File: src/rtl/keypad_spi_responder_if.sv
// keypad_spi_responder_if
//   Groups the key-event push signals from the keypad scanner and the SPI
//   pins shared with the microcontroller.
//   master : drives key_valid/key_code (scanner side) and sck/cs_b (MCU side),
//            receives miso.
//   slave  : the responder; receives the above and drives miso.
interface keypad_spi_responder_if;
  logic       key_valid;  // one-clk pulse, new debounced key press
  logic [3:0] key_code;   // key value, valid with key_valid
  logic       sck;        // SPI clock, mode 0, asynchronous
  logic       cs_b;       // SPI chip select, active-low, asynchronous
  logic       miso;       // serial data to MCU, MSB first

  modport master (output key_valid, key_code, sck, cs_b, input miso);
  modport slave  (input key_valid, key_code, sck, cs_b, output miso);
endinterface

File: src/rtl/keypad_spi_responder.sv
// keypad_spi_responder
//   SPI slave returning queued keypad events to the MCU. Key pulses are
//   pushed into a DEPTH-entry FIFO; each 8-bit SPI transaction (mode 0,
//   MSB first) shifts out one status byte and pops the head entry once
//   all 8 rising edges have been seen.
//   Byte layout: bit7 = entry valid, bits6:4 = min(count-1,7), bits3:0 = code.
//   Optional feature macro KEYPAD_SPI_OVERFLOW_EN: bit6 carries the overflow
//   flag, bits5:4 = min(count-1,3), and overflow clears once it has been
//   reported in a completed transaction.
// Ports:
//   clk        : system clock
//   reset      : asynchronous, active-high, clears all state
//   bus        : keypad_spi_responder_if.slave (key push + SPI pins)
//   fifo_count : number of queued events
//   overflow   : a push was dropped because the FIFO was full
module keypad_spi_responder #(
  parameter int DEPTH = 8
) (
  input  logic                     clk,
  input  logic                     reset,
  keypad_spi_responder_if.slave    bus,
  output logic [$clog2(DEPTH):0]   fifo_count,
  output logic                     overflow
);

  localparam int AW = $clog2(DEPTH);
  localparam logic [AW:0] FULL_COUNT = (AW+1)'(DEPTH);

  typedef enum logic [1:0] {IDLE, SHIFT, DONE} state_t;

  // ---------------- synchronizers + edge detect ----------------
  logic sck_meta_reg, sck_sync_reg, sck_dly_reg;
  logic cs_meta_reg, cs_sync_reg, cs_dly_reg;

  // cs_b chain resets to 0 so that cs_b held low across reset release
  // does not look like a fresh falling edge; a genuine high-then-low
  // toggle is required before anything is loaded.
  always_ff @(posedge clk or posedge reset) begin
    if (reset) begin
      sck_meta_reg <= 1'b0;
      sck_sync_reg <= 1'b0;
      sck_dly_reg  <= 1'b0;
      cs_meta_reg  <= 1'b0;
      cs_sync_reg  <= 1'b0;
      cs_dly_reg   <= 1'b0;
    end else begin
      sck_meta_reg <= bus.sck;
      sck_sync_reg <= sck_meta_reg;
      sck_dly_reg  <= sck_sync_reg;
      cs_meta_reg  <= bus.cs_b;
      cs_sync_reg  <= cs_meta_reg;
      cs_dly_reg   <= cs_sync_reg;
    end
  end

  logic sck_rise, sck_fall, cs_fall, cs_rise, cs_act;
  assign sck_rise = sck_sync_reg & ~sck_dly_reg;
  assign sck_fall = ~sck_sync_reg & sck_dly_reg;
  assign cs_fall  = ~cs_sync_reg & cs_dly_reg;
  assign cs_rise  = cs_sync_reg & ~cs_dly_reg;
  assign cs_act   = ~cs_sync_reg;

  // ---------------- FIFO ----------------
  logic [3:0]  mem [DEPTH];
  logic [AW:0] wptr_reg, rptr_reg;
  logic        full, empty, push, pop, ovf_set;
  logic [3:0]  head;

  assign fifo_count = wptr_reg - rptr_reg;
  assign full       = (fifo_count == FULL_COUNT);
  assign empty      = (fifo_count == '0);
  // Head is read asynchronously: the load on cs_fall must see an entry
  // pushed in the immediately preceding cycle.
  assign head       = mem[rptr_reg[AW-1:0]];
  assign push       = bus.key_valid & (~full | pop);
  assign ovf_set    = bus.key_valid & full & ~pop;

  always_ff @(posedge clk) begin
    if (push) mem[wptr_reg[AW-1:0]] <= bus.key_code;
  end

  always_ff @(posedge clk or posedge reset) begin
    if (reset) begin
      wptr_reg <= '0;
      rptr_reg <= '0;
    end else begin
      if (push) wptr_reg <= wptr_reg + (AW+1)'(1);
      if (pop)  rptr_reg <= rptr_reg + (AW+1)'(1);
    end
  end

  // ---------------- byte assembly ----------------
  logic [AW+3:0] pending;
  logic [7:0]    load_byte;
  logic          overflow_reg;

  always_comb begin
    pending   = (AW+4)'(fifo_count) - (AW+4)'(1);
    load_byte = 8'h00;
`ifdef KEYPAD_SPI_OVERFLOW_EN
    load_byte[6] = overflow_reg;
    if (!empty) begin
      load_byte[7]   = 1'b1;
      load_byte[5:4] = (pending > (AW+4)'(3)) ? 2'd3 : pending[1:0];
      load_byte[3:0] = head;
    end
`else
    if (!empty) begin
      load_byte = {1'b1, (pending > (AW+4)'(7)) ? 3'd7 : pending[2:0], head};
    end
`endif
  end

  // ---------------- FSM ----------------
  state_t     state_reg, state_next;
  logic       load, done8;
  logic [7:0] shreg_reg;
  logic [3:0] bitcnt_reg;
  logic       loaded_valid_reg;

  always_ff @(posedge clk or posedge reset) begin
    if (reset) state_reg <= IDLE;
    else       state_reg <= state_next;
  end

  always_comb begin
    state_next = state_reg;
    load       = 1'b0;
    done8      = 1'b0;
    if (cs_fall) begin
      load       = 1'b1;
      state_next = SHIFT;
    end else begin
      case (state_reg)
        SHIFT: begin
          if (cs_rise) begin
            state_next = IDLE;
          end else if (cs_act && sck_rise && bitcnt_reg == 4'd7) begin
            done8      = 1'b1;
            state_next = DONE;
          end
        end
        DONE:    if (cs_rise) state_next = IDLE;
        default: state_next = state_reg;
      endcase
    end
  end

  assign pop = done8 & loaded_valid_reg;

  // ---------------- shifter ----------------
  always_ff @(posedge clk or posedge reset) begin
    if (reset) begin
      shreg_reg        <= 8'h00;
      bitcnt_reg       <= 4'd0;
      loaded_valid_reg <= 1'b0;
    end else if (load) begin
      shreg_reg        <= load_byte;
      bitcnt_reg       <= 4'd0;
      loaded_valid_reg <= load_byte[7];
    end else if (state_reg == SHIFT && cs_act) begin
      if (sck_rise) begin
        bitcnt_reg <= bitcnt_reg + 4'd1;
        // Clearing after the last rise keeps miso low for the rest of
        // the transaction.
        if (done8) shreg_reg <= 8'h00;
      end else if (sck_fall && bitcnt_reg < 4'd8) begin
        shreg_reg <= {shreg_reg[6:0], 1'b0};
      end
    end
  end

  assign bus.miso = shreg_reg[7] & cs_act;

  // ---------------- overflow flag ----------------
`ifdef KEYPAD_SPI_OVERFLOW_EN
  logic loaded_ovf_reg;

  always_ff @(posedge clk or posedge reset) begin
    if (reset)     loaded_ovf_reg <= 1'b0;
    else if (load) loaded_ovf_reg <= load_byte[6];
  end

  always_ff @(posedge clk or posedge reset) begin
    if (reset)                         overflow_reg <= 1'b0;
    else if (ovf_set)                  overflow_reg <= 1'b1;
    else if (done8 && loaded_ovf_reg)  overflow_reg <= 1'b0;
  end
`else
  always_ff @(posedge clk or posedge reset) begin
    if (reset)        overflow_reg <= 1'b0;
    else if (ovf_set) overflow_reg <= 1'b1;
  end
`endif

  assign overflow = overflow_reg;

endmodule
File: src/flat_wrapper.sv
// flat-port wrapper written by rule: the top's interface ports become plain ports
module keypad_spi_responder_flat 
#(
  parameter int DEPTH = 8
)
  (clk, reset, fifo_count, overflow, bus_key_valid, bus_key_code, bus_sck, bus_cs_b, bus_miso);
  keypad_spi_responder_if bus_i ();
  input  logic clk;
  input  logic reset;
  output logic [$clog2(DEPTH):0] fifo_count;
  output logic overflow;
  input wire logic [$bits(bus_i.key_valid)-1:0] bus_key_valid;
  input wire logic [$bits(bus_i.key_code)-1:0] bus_key_code;
  input wire logic [$bits(bus_i.sck)-1:0] bus_sck;
  input wire logic [$bits(bus_i.cs_b)-1:0] bus_cs_b;
  output wire logic [$bits(bus_i.miso)-1:0] bus_miso;
  assign bus_i.key_valid = bus_key_valid;
  assign bus_i.key_code = bus_key_code;
  assign bus_i.sck = bus_sck;
  assign bus_i.cs_b = bus_cs_b;
  assign bus_miso = bus_i.miso;
  keypad_spi_responder #(.DEPTH(DEPTH)) u_core (.clk(clk), .reset(reset), .bus(bus_i), .fifo_count(fifo_count), .overflow(overflow));
endmodule
File: config.mk
export PLATFORM = sky130hd
export DESIGN_NAME = keypad_spi_responder_flat
export DESIGN_NICKNAME = d
export VERILOG_FILES = /design/src/rtl/keypad_spi_responder_if.sv /design/src/rtl/keypad_spi_responder.sv /design/src/flat_wrapper.sv
export SDC_FILE = /design/constraint.sdc
export NUM_CORES = 1
export LEC_CHECK = 0
export ABC_CLOCK_PERIOD_IN_PS = 5200
export CAP_MARGIN = 30
export CORE_MARGIN = 10
export CORE_UTILIZATION = 55
export DETAILED_ROUTE_END_ITERATION = 8
export PLACE_DENSITY = 0.83
export SYNTH_ARGS = -nofsm -noshare
export SYNTH_HDL_FRONTEND = slang
export SYNTH_SLANG_ARGS = --single-unit
File: constraint.sdc
create_clock -name clk -period 5.2 [get_ports clk]
set_clock_uncertainty 0.05 [all_clocks]
set_input_delay 1.04 -clock clk [delete_from_list [all_inputs] [get_ports clk]]
set_output_delay 1.04 -clock clk [all_outputs]
set_load 0.01 [all_outputs]
Word-level counts from Yosys, hierarchy flattened
Memory sizes are Yosys's and may differ from the RTL's. Cells that the tools add are included.

Register bits after elaboration: 30. Bits in writable memories: 32. Word-level logic and storage cells: 78. Bits of input ports: 9. Memories: 1. Output and inout port bits: 6.

Memories: u_core.mem (depth 8, bits a word 4, read ports 1, clocked after memory_dff 0, write ports 1, line keypad_spi_responder.sv:64) `logic [3:0] mem [DEPTH];`.

Muxes and demuxes: 22. Equal/unequal tests: 7. Add/subtract/negate cells: 5. Bitwise logic cells: 16. Reduce and logical (&&, ||, !) cells: 12. Magnitude comparators: 2.

Operator list (count): $mux 8 (6); $add 4x1->4 const B (3); $mux 4 (3); $and 1x1->1 (9); $mux 2 (4); $gt 7x3->1 const B (1); $mux 1 (7); $not 1->1 (6); $reduce_and 3->1 (2); $reduce_bool 3->1 (2); $sub 4x1->5 const B (1); $eq 4x3->1 const B (1); $eq 4x4->1 const B (1); $logic_and 1x1->1 (4); $logic_not 4->1 (1); $lt 4x4->1 const B (1); $ne 4x1->1 const B (1); $pmux 2 s2 (1); $reduce_bool 2->1 (2); $sub 4x4->4 (1); $mux 3 (1); $ne 3x1->1 const B (1); $ne 3x3->1 const B (1); $eq 2x1->1 const B (1); other kinds (3) (3).

Depth between registers and ports, before layout
Gate-level depths: netlist of run 1.

Depth in word-level cells: 13. Mapped depth: 11.

Least setup slack after synthesis of run 1
OpenSTA, ideal clock, no wires.

Kind: register -> register. From: reg u_core.wptr_reg[0]. To: mem u_core.mem[2][0] (enable). Path slack: 2.160 ns. Data required time: 4.771 ns. Arrival: 2.611 ns. Cell stages (with the launch flop): 11. Cells stage by stage: dfrtp_1 -> inv_1 -> ha_1 -> inv_1 -> fa_1 -> inv_1 -> ha_1 -> and2_1 -> o221a_1 -> buf_6 -> nor4b_1.

Longest elaborated chain between the ends: 7.

Ends and longest elaborated chain: from (decl) (line keypad_spi_responder.sv:65) `logic [AW:0] wptr_reg, rptr_reg;`; from (signal assigned) (line keypad_spi_responder.sv:87) `if (push) wptr_reg <= wptr_reg + (AW+1)'(1);`; $sub 4x4->4 (line keypad_spi_responder.sv:69) `assign fifo_count = wptr_reg - rptr_reg;`; via fifo_count[1] (line flat_wrapper.sv:10) `output logic [$clog2(DEPTH):0] fifo_count;`; $eq 4x4->1 (line keypad_spi_responder.sv:70) `assign full = (fifo_count == FULL_COUNT);`; $not 1->1 (line keypad_spi_responder.sv:75) `assign push = bus.key_valid & (~full | pop);`; $or 1x1->1 (line keypad_spi_responder.sv:75); $and 1x1->1 (line keypad_spi_responder.sv:75); $mux 1 (line keypad_spi_responder.sv:79) `if (push) mem[wptr_reg[AW-1:0]] <= bus.key_code;`; $mux 1 (not written as such) (line keypad_spi_responder.sv:79); to (decl) (line keypad_spi_responder.sv:64).

The timed path passes the listed nets, and every way through them passes these cells.

Worst setup path after layout of run 1
From: reg u_core.rptr_reg[1]. To: out fifo_count[3].

Longest elaborated chain between the ends: 1.

Ends and longest elaborated chain: from (decl) (line keypad_spi_responder.sv:65); from (signal assigned) (line keypad_spi_responder.sv:88) `if (pop) rptr_reg <= rptr_reg + (AW+1)'(1);`; $sub 4x4->4 (line keypad_spi_responder.sv:69); to (decl) (line flat_wrapper.sv:10).

No other way between the ends.

==> results.cfg, run 1 <==
[clock_tree]
path_clk_slew_ns = 0.07
cts-resized-gates = 0
cts_setup_buffers = 0
htreeDepth = 3
insertion_delay_ns = 0.33
clock-root-buffer = clkbuf_8
cts_hold_buffers = 0
numCtsBuffers = 9
clock_sinks = 62
cts.path.max_buffers = 2
cts_tree = yes

[global_route]
grtUsageTotal_pct = 12.3
grt_overflow = 0
antenna_found_initial = 0
grt_pass1_wl_um = 8160
grt_start_max_net_pins = 31
grt_pass1_vias = 1704

[worst_setup_path]
crit_type = reg -> out
r2r_start = u_core.rptr_reg[1]$_DFFE_PP0P_
crit_end = fifo_count[3]
r2r_setup_slack_ns = 1.80
worstSetupStartpoint = u_core.rptr_reg[1]$_DFFE_PP0P_
crit_fanout = 11
cp.arrival_ns = 2.65
crit_required_ns = 4.11
endpoint_kind = output port
ff2ff_path_depth = 7
regToRegEndpoint = u_core.mem[2][0]$_DFFE_PP_
start_kind = register

[timing]
fin_ws_ns = 1.46
finalCritPeriodShare_pct = 71.9
tns_ns = 0
worst_pin_slew_ns = 0.919
hold_violations = 0
period_needed_ns = 3.74
fmax_mhz = 268
setup-violations-final = 0
slew_violations = 0
relSlewSlack_pct = 38.2
rsz0062_at_grt = no

[final_layout]
largest_reg_flops = 32
nFillCells = 382
multi_input_area_um2 = 1060
num-nets-final = 252
drive_gt1_share_pct = 12.4
seqCellArea_um2 = 1710
area_growth_syn_to_layout_pct = 14.7
antenna_cells = 0

[synthesis]
synth_area_per_cell_um2 = 13.5
ys_seq_area_share_pct = 59.8
synth.area.top_cells = edfxtp_1 34%, dfrtp_1 26%, mux4_2 6.3%
synth_top_area_cell = edfxtp_1
synthCells = 212
synth_top_area_share_pct = 33.6
synth.distinct_cells = 45
ys_warn_count = 0
syn-cell-area_um2 = 2860
syn_nets = 234
async_flop_share_pct = 48.4
synth-main-ff-cell = edfxtp_1
ys_ff_latch = 62
synth-edff-count = 32

[min_path]
hold_class = reg -> reg

[pwr]
leakage_nw = 1.27
power.density_nw_per_um2 = 480
ir_drop_mv = 0.370

[detailed_routing]
drtAntennaViolNets = 0
wl_um = 4820
vias_per_cell = 5.45
vias = 1658
wl_per_cell_um = 15.9
drtIter0Drc = 83
drc = 0
first_pass_iters = 4

[placement]
dp_hpwl_um = 3480
place_ws_ns = 1.83
port_buffers = 14
gp_congestion = 0.798

[floorplanning]
io_pins = 15
die_y_um = 92.2
row_count = 26
dieArea_um2 = 8490
chipWidth_um = 92.2
initial_utilization_pct = 56.4
core_um2 = 5070

[run]
maxCapViolCount = 0

[status]
status = finished clean
## power breakdown
part           internal (mW)  total (mW)  switching (mW)
clock                  0.313       0.482           0.169
sequential             0.612       0.674          0.0621
combinational          0.207       0.421           0.214
## metrics by stage
step	total power [mW]	hold WS (ns)	cell area, um^2	instances	utilization, %
after floorplan	0.975	0.281	2860	212	-
after global placement	1.09	0.284	3060	289	60.3
after detailed placement	1.11	0.288	3060	289	60.3
after CTS	1.59	0.304	3290	304	64.7
after global routing	1.66	0.318	3290	304	64.7
final	1.58	0.301	3290	304	64.7
## cell usage in the layout, fill, tap and decap left out, types with 2 or more instances in the layout
| master | netlist | routed |
|---|---|---|
| edfxtp_1 | 32 | 32 |
| dfrtp_1 | 30 | 30 |
| nor2_1 | 16 | 16 |
| inv_1 | 15 | 15 |
| clkdlybuf4s50_1 | 0 | 14 |
| nand2_1 | 12 | 12 |
| ha_1 | 12 | 12 |
| clkbuf_8 | 0 | 9 |
| a21oi_1 | 8 | 8 |
| xnor2_1 | 8 | 8 |
| mux4_2 | 8 | 8 |
| nand2b_1 | 5 | 5 |
| mux2i_1 | 5 | 5 |
| nor4_1 | 4 | 4 |
| o21ai_0 | 4 | 4 |
| nor3_1 | 3 | 3 |
| nor4b_1 | 3 | 3 |
| a31oi_1 | 3 | 3 |
| xor2_1 | 3 | 3 |
| bufinv_16 | 0 | 3 |
| or2_2 | 2 | 2 |
| or3_1 | 2 | 2 |
| nor2b_1 | 2 | 2 |
| o22ai_1 | 2 | 2 |
| nor3b_1 | 2 | 2 |
| mux2_2 | 2 | 2 |
| nand3_1 | 2 | 2 |
| a2bb2oi_1 | 2 | 2 |
## layer usage
layer  wire length (um)  global-route usage [%]  vias to the layer above
met5                  0                       0                        -
met4                 47                    6.94                        0
met3                209                    3.50                        6
met2               2610                    20.3                       35
met1               1960                    14.0                      815
li1                   -                       -                      802
## worst max-delay path, stage by stage, from the launching register on
cell,delay (ns)
dfrtp_1,0.68
inv_1,0.19
ha_1,0.24
a21oi_1,0.22
a21oi_1,0.13
or2_2,0.34
clkdlybuf4s50_1,0.51
## area by class of cell
class,count,share of cell area (%)
Multi-Input combinational cell,127,32.1
Clock buffer,10,3.88
Inverter,15,1.71
Sequential cell,62,52.1
Clock inverter,5,3.01
Tap cell,70,2.67
Timing Repair Buffer,15,4.49
## kinds of logic after synthesis
group | synth area share [%]
DFF | 59.8
buffers and inverters | 3.36
AOI/OAI and AO/OA | 6.16
and+or+nand+nor | 11.8
xor gates and xnor gates | 4.15
muxes | 8.82
adders and majority gates | 5.94
## how the worst min path moves through the flow
stage	startpoint	end	slack, ns	cells after the start
4_1_cts	u_core.cs_meta_reg$_DFF_PP0_	u_core.cs_sync_reg$_DFF_PP0_	0.30	0
3_3_place_gp	u_core.cs_meta_reg$_DFF_PP0_	u_core.cs_sync_reg$_DFF_PP0_	0.28	0
6_report	u_core.cs_meta_reg$_DFF_PP0_	u_core.cs_sync_reg$_DFF_PP0_	0.30	0
2_1_floorplan	u_core.cs_meta_reg$_DFF_PP0_	u_core.cs_sync_reg$_DFF_PP0_	0.28	0
5_1_grt	u_core.cs_meta_reg$_DFF_PP0_	u_core.cs_sync_reg$_DFF_PP0_	0.32	0
3_5_place_dp	u_core.cs_meta_reg$_DFF_PP0_	u_core.cs_sync_reg$_DFF_PP0_	0.29	0
## Yosys cell counts (all sizes together) (4+ instances only)
library cell,instances
a21oi,8
clkbuf,5
dfrtp,30
edfxtp,32
ha,12
inv,15
mux2i,5
mux4,8
nand2,12
nand2b,5
nor2,16
nor4,4
nor4b,4
o21ai,4
xnor2,8
Power figures use the tool's default switching activity.
==> inputs of run 2 (changes only) <==
ABC_CLOCK_PERIOD_IN_PS = 3640   (was 5200)
clock period = 3.64 ns   (was 5.2 ns; I/O delays follow)
==> run 2 against run 1 <==
Effect of this change: via count rose by 0.36%; total power rose by 39%; first-iteration DRC count fell by 8.4%; clock-buffer cell count fell by 1; worst setup slack got worse by 1.2 ns; sequential share of layout area fell by 0.39 points; critical path depth did not move; cell area rose by 0.76%; sequential cell count did not move; critical path type unchanged; critical endpoint unchanged; largest cell class unchanged.
==> results.cfg, run 2 (synthesis results as in run 1) <==
[worst_setup_path]
start_kind = register
crit_type = reg -> out
crit_required_ns = 2.86
crit_fanout = 9
cp.arrival_ns = 2.61
endpoint_kind = output port

[pwr]
clkPwrFrac_pct = 27.3
seqPwrFrac_pct = 44.0
ir_drop_mv = 0.586
switching_power_mw = 0.684
power.internal_mw = 1.50
leakage_nw = 1.28
power.density_nw_per_um2 = 660
combPwrFrac_pct = 28.7
switching_share_pct = 31.3

[timing]
period_needed_ns = 3.39
finalCritPeriodShare_pct = 93.1
tns_ns = 0
hold_slack_ns = 0.300
rsz0062_at_grt = no
hold_violations = 0
worst_pin_slew_ns = 0.617
setup-violations-final = 0
fmax_mhz = 295
relSlewSlack_pct = 58.8
slew_violations = 0

[detailed_routing]
wl_per_cell_um = 16.2
vias = 1664
vias_per_cell = 5.33
drtIter0Drc = 76
first_pass_iters = 4
drc = 0
wl_um = 5060
drtAntennaViolNets = 0

[placement]
place_area_um2 = 3110
dp_hpwl_um = 3570
gp_congestion = 0.832
port_buffers = 14

[clock_tree]
cts_tree = yes
cts-resized-gates = 0
htreeDepth = 3
clock-root-buffer = clkbuf_8
cts_hold_buffers = 0
cts.path.max_buffers = 2
cts_setup_buffers = 0
clock_sinks = 62
insertion_delay_ns = 0.34
numCtsBuffers = 9
path_clk_slew_ns = 0.07

[final_layout]
nFillCells = 382
stdcell_area_um2 = 3310
multi_input_area_um2 = 1060
drive_gt1_share_pct = 16.1
layout_common_cells = 32 x edfxtp_1, 30 x dfrtp_1, 16 x nor2_1, 15 x inv_1, 14 x clkdlybuf4s50_1
area_growth_syn_to_layout_pct = 15.6
final_common_cell = edfxtp_1
antenna_cells = 0
largest_reg_flops = 32
seqCellArea_um2 = 1710
num-nets-final = 259

[floorplanning]
die_y_um = 92.2
dieArea_um2 = 8490
row_count = 26
chipWidth_um = 92.2
io_pins = 15
initial_utilization_pct = 56.4
core_um2 = 5070

[global_route]
grt_overflow = 0
grt_start_max_net_pins = 31
grt_pass1_wl_um = 8670
antenna_found_initial = 0
grt_pass1_vias = 1803
grtUsageTotal_pct = 13.1

[run]
maxCapViolCount = 0

[min_path]
hold_class = reg -> reg

[status]
status = finished clean
run 2: cell count changes in the layout (fill, tap and decap cells not counted), sizes merged:
| cell | change |
|---|---|
| clkbuf | -1 |
| clkinv | +1 |
| buf | +7 |
| clkinvlp | +3 |
| bufinv | -2 |
run 2: critical path: stages, from the launching register on:
cell	delay [ns]
dfrtp_1	0.58
inv_1	0.13
ha_1	0.36
a21oi_1	0.22
a21oi_1	0.13
or2_2	0.35
clkdlybuf4s50_1	0.49
run 2: through the flow:
| stage | setup slack (ns) | power [mW] | utilization, % | instances |
|---|---|---|---|---|
| detailed placement | 0.507 | 1.60 | 61.3 | 296 |
| finish | 0.249 | 2.18 | 65.2 | 312 |
| floorplan | 0.600 | 1.39 | - | 212 |
| CTS | 0.221 | 2.20 | 65.2 | 312 |
| global placement | 0.636 | 1.57 | 61.3 | 296 |
| global route | 0.0587 | 2.33 | 65.2 | 312 |
run 2: layout make-up:
class                           count  share of cell area (%)
Tap cell                           70                    2.65
Multi-Input combinational cell    127                    31.9
Clock inverter                      7                    2.27
Timing Repair Buffer               22                    6.05
Inverter                           15                    1.70
Sequential cell                    62                    51.7
Clock buffer                        9                    3.74
run 2: final timing paths:
check,slack [ns],cells past startpoint,start,endpoint
max,0.25,6,u_core.rptr_reg[2]$_DFFE_PP0P_,fifo_count[3]
max reg2reg,0.48,9,u_core.wptr_reg[0]$_DFFE_PP0P_,u_core.mem[3][3]$_DFFE_PP_
min reg2reg,0.30,0,u_core.sck_meta_reg$_DFF_PP0_,u_core.sck_sync_reg$_DFF_PP0_
max in group asynchronous,2.55,3,reset,u_core.shreg_reg[6]$_DFFE_PP0P_
min,0.30,0,u_core.sck_meta_reg$_DFF_PP0_,u_core.sck_sync_reg$_DFF_PP0_
min in group asynchronous,0.70,3,reset,u_core.wptr_reg[0]$_DFFE_PP0P_
run 2: metal layers:
metal | track usage (%) | wire length [um]
met5 | 0 | 0
met4 | 6.30 | 78
met3 | 5.30 | 219
met2 | 21.5 | 2600
met1 | 14.6 | 2160
run 2: power groups by stage:
stage | combinational [mW] | sequential, mW | clock [mW]
after global placement | 0.605 | 0.969 | 0
after detailed placement | 0.626 | 0.973 | 0
after floorplan | 0.442 | 0.950 | 0
final | 0.626 | 0.962 | 0.596
after global routing | 0.700 | 0.974 | 0.654
after CTS | 0.632 | 0.960 | 0.611
==> inputs of run 3 (changes only) <==
GPL_TIMING_DRIVEN = 0   (was default)
==> run 3 against run 2 <==
Effect of this change: clock power is 8.7% higher; sequential power is essentially flat; critical path depth did not move; critical endpoint unchanged; core utilization up 0.22 points; combinational power is essentially flat; first-iteration DRC count shrank 16%; fmax down 2.1%; die area stayed put.
==> results.cfg, run 3 (synthesis results as in run 1) <==
[status]
status = finished clean

[timing]
worst_pin_slew_ns = 0.990
hold_violations = 0
slew_violations = 0
fin_ws_ns = 0.175
rsz0062_at_grt = no
finalCritPeriodShare_pct = 95.2
setup-violations-final = 0
relSlewSlack_pct = 33.5
fmax_mhz = 289
tns_ns = 0
period_needed_ns = 3.46

[global_route]
grtUsageMet2_pct = 21.2
grt_start_max_net_pins = 18
gr-usage-met1_pct = 15.2
grtUsageTotal_pct = 12.9
grt_pass1_wl_um = 8670
grt_pass1_vias = 1794
grt_overflow = 0
antenna_found_initial = 0
busiest_layer = met2
met3_usage_pct = 3.67

[detailed_routing]
drc = 0
wl_um = 5020
drtIter0Drc = 64
drtAntennaViolNets = 0
first_pass_iters = 4
vias_per_cell = 5.39
vias = 1682
wl_per_cell_um = 16.1

[clock_tree]
path_clk_slew_ns = 0.07
cts_setup_buffers = 0
cts_tree = yes
cts.path.max_buffers = 2
htreeDepth = 3
insertion_delay_ns = 0.35
clock-root-buffer = clkbuf_8
numCtsBuffers = 9
clock_sinks = 62

[worst_setup_path]
cp.arrival_ns = 2.69
ff2ff_path_depth = 10
r2r_start = u_core.wptr_reg[0]$_DFFE_PP0P_
endpoint_kind = output port
crit_fanout = 9
crit_required_ns = 2.86
regToRegEndpoint = u_core.mem[5][1]$_DFFE_PP_
start_kind = register
crit_type = reg -> out
r2r_setup_slack_ns = 0.23

[pwr]
power.density_nw_per_um2 = 672
ir_drop_mv = 0.492
leakage_nw = 1.28

[final_layout]
fin_util_pct = 65.5
drive_gt1_share_pct = 14.5
nFillCells = 381
seqCellArea_um2 = 1710
layout_common_cells = 32 x edfxtp_1, 30 x dfrtp_1, 16 x nor2_1, 15 x inv_1, 14 x clkdlybuf4s50_1
fin_cells = 312
num-nets-final = 259
largest_reg_flops = 32
area_growth_syn_to_layout_pct = 16.0
antenna_cells = 0
stdcell_area_um2 = 3320
final_common_cell = edfxtp_1
multi_input_area_um2 = 1060

[min_path]
hold_path_startpoint = u_core.sck_meta_reg$_DFF_PP0_
hold_class = reg -> reg
hold_path_end = u_core.sck_sync_reg$_DFF_PP0_
hold_depth = 0

[floorplanning]
row_count = 26
io_pins = 15
core_um2 = 5070
dieArea_um2 = 8490
initial_utilization_pct = 56.4
chipWidth_um = 92.2
die_y_um = 92.2

[placement]
dp_hpwl_um = 3690
place_area_um2 = 3110
place_ws_ns = 0.219
place_inst = 297
gp_congestion = 0.825
port_buffers = 14

[run]
maxCapViolCount = 0
[run 3: changes by cell type in the layout (fill, tap and decap cells not counted)]
| cell | change |
|---|---|
| clkinvlp_4 | -1 |
| clkinv_4 | -2 |
| nor4b_2 | +1 |
| bufinv_16 | +1 |
| buf_2 | +2 |
| nor4b_1 | -1 |
| clkbuf_1 | +4 |
| buf_4 | -8 |
| clkinv_1 | +1 |
| buf_8 | +1 |
| clkinv_2 | +1 |
| buf_6 | +1 |
[run 3: worst max-delay path, cell delays in order, from the launching register on]
cell,delay [ns]
dfrtp_1,0.57
inv_1,0.14
ha_1,0.36
a21oi_1,0.26
a21oi_1,0.16
or2_2,0.36
clkdlybuf4s50_1,0.49
[run 3: metrics by stage]
stage               power, mW  hold WS (ns)
global route             2.36         0.307
detailed placement       1.59         0.286
global placement         1.56         0.284
CTS                      2.24         0.302
finish                   2.23         0.301
floorplan                1.39         0.281
[run 3: final cells by class]
class / instances / area share (%)
multi-input cells: 127 / 32.0
inverters: 15 / 1.69
clock inverters: 7 / 2.67
clock buffers: 9 / 3.73
well taps: 70 / 2.64
repair buffers: 15 / 4.67
plain buffers: 7 / 1.09
flip-flops and latches: 62 / 51.5
[run 3: timing repair]
item | 4_1_cts | 5_1_grt
hold buffers | 0 | 0
setup endpoints to repair | 0 | 5
resized for setup | 0 | 1
[run 3: worst max-delay path by stage]
stage	from	to	cells past startpoint
global placement	u_core.rptr_reg[1]$_DFFE_PP0P_	u_core.mem[5][2]$_DFFE_PP_	9
finish	u_core.rptr_reg[2]$_DFFE_PP0P_	fifo_count[3]	6
detailed placement	u_core.rptr_reg[1]$_DFFE_PP0P_	u_core.mem[6][2]$_DFFE_PP_	9
floorplan	u_core.wptr_reg[0]$_DFFE_PP0P_	u_core.mem[2][0]$_DFFE_PP_	10
CTS	u_core.rptr_reg[2]$_DFFE_PP0P_	fifo_count[3]	7
global route	u_core.wptr_reg[0]$_DFFE_PP0P_	u_core.mem[5][1]$_DFFE_PP_	10
[run 3: metal layers]
metal  share of wire (%)  routed length [um]
met5                   0                   0
met4                 2.1                 106
met3                 3.4                 171
met2                  50                2520
met1                  44                2220
[run 3: where the power goes]
part           total, mW  switching, mW  internal [mW]  leakage, nW
registers          0.960         0.0867          0.874        0.656
clock network      0.648          0.268          0.380        0.103
logic              0.625          0.318          0.307        0.525
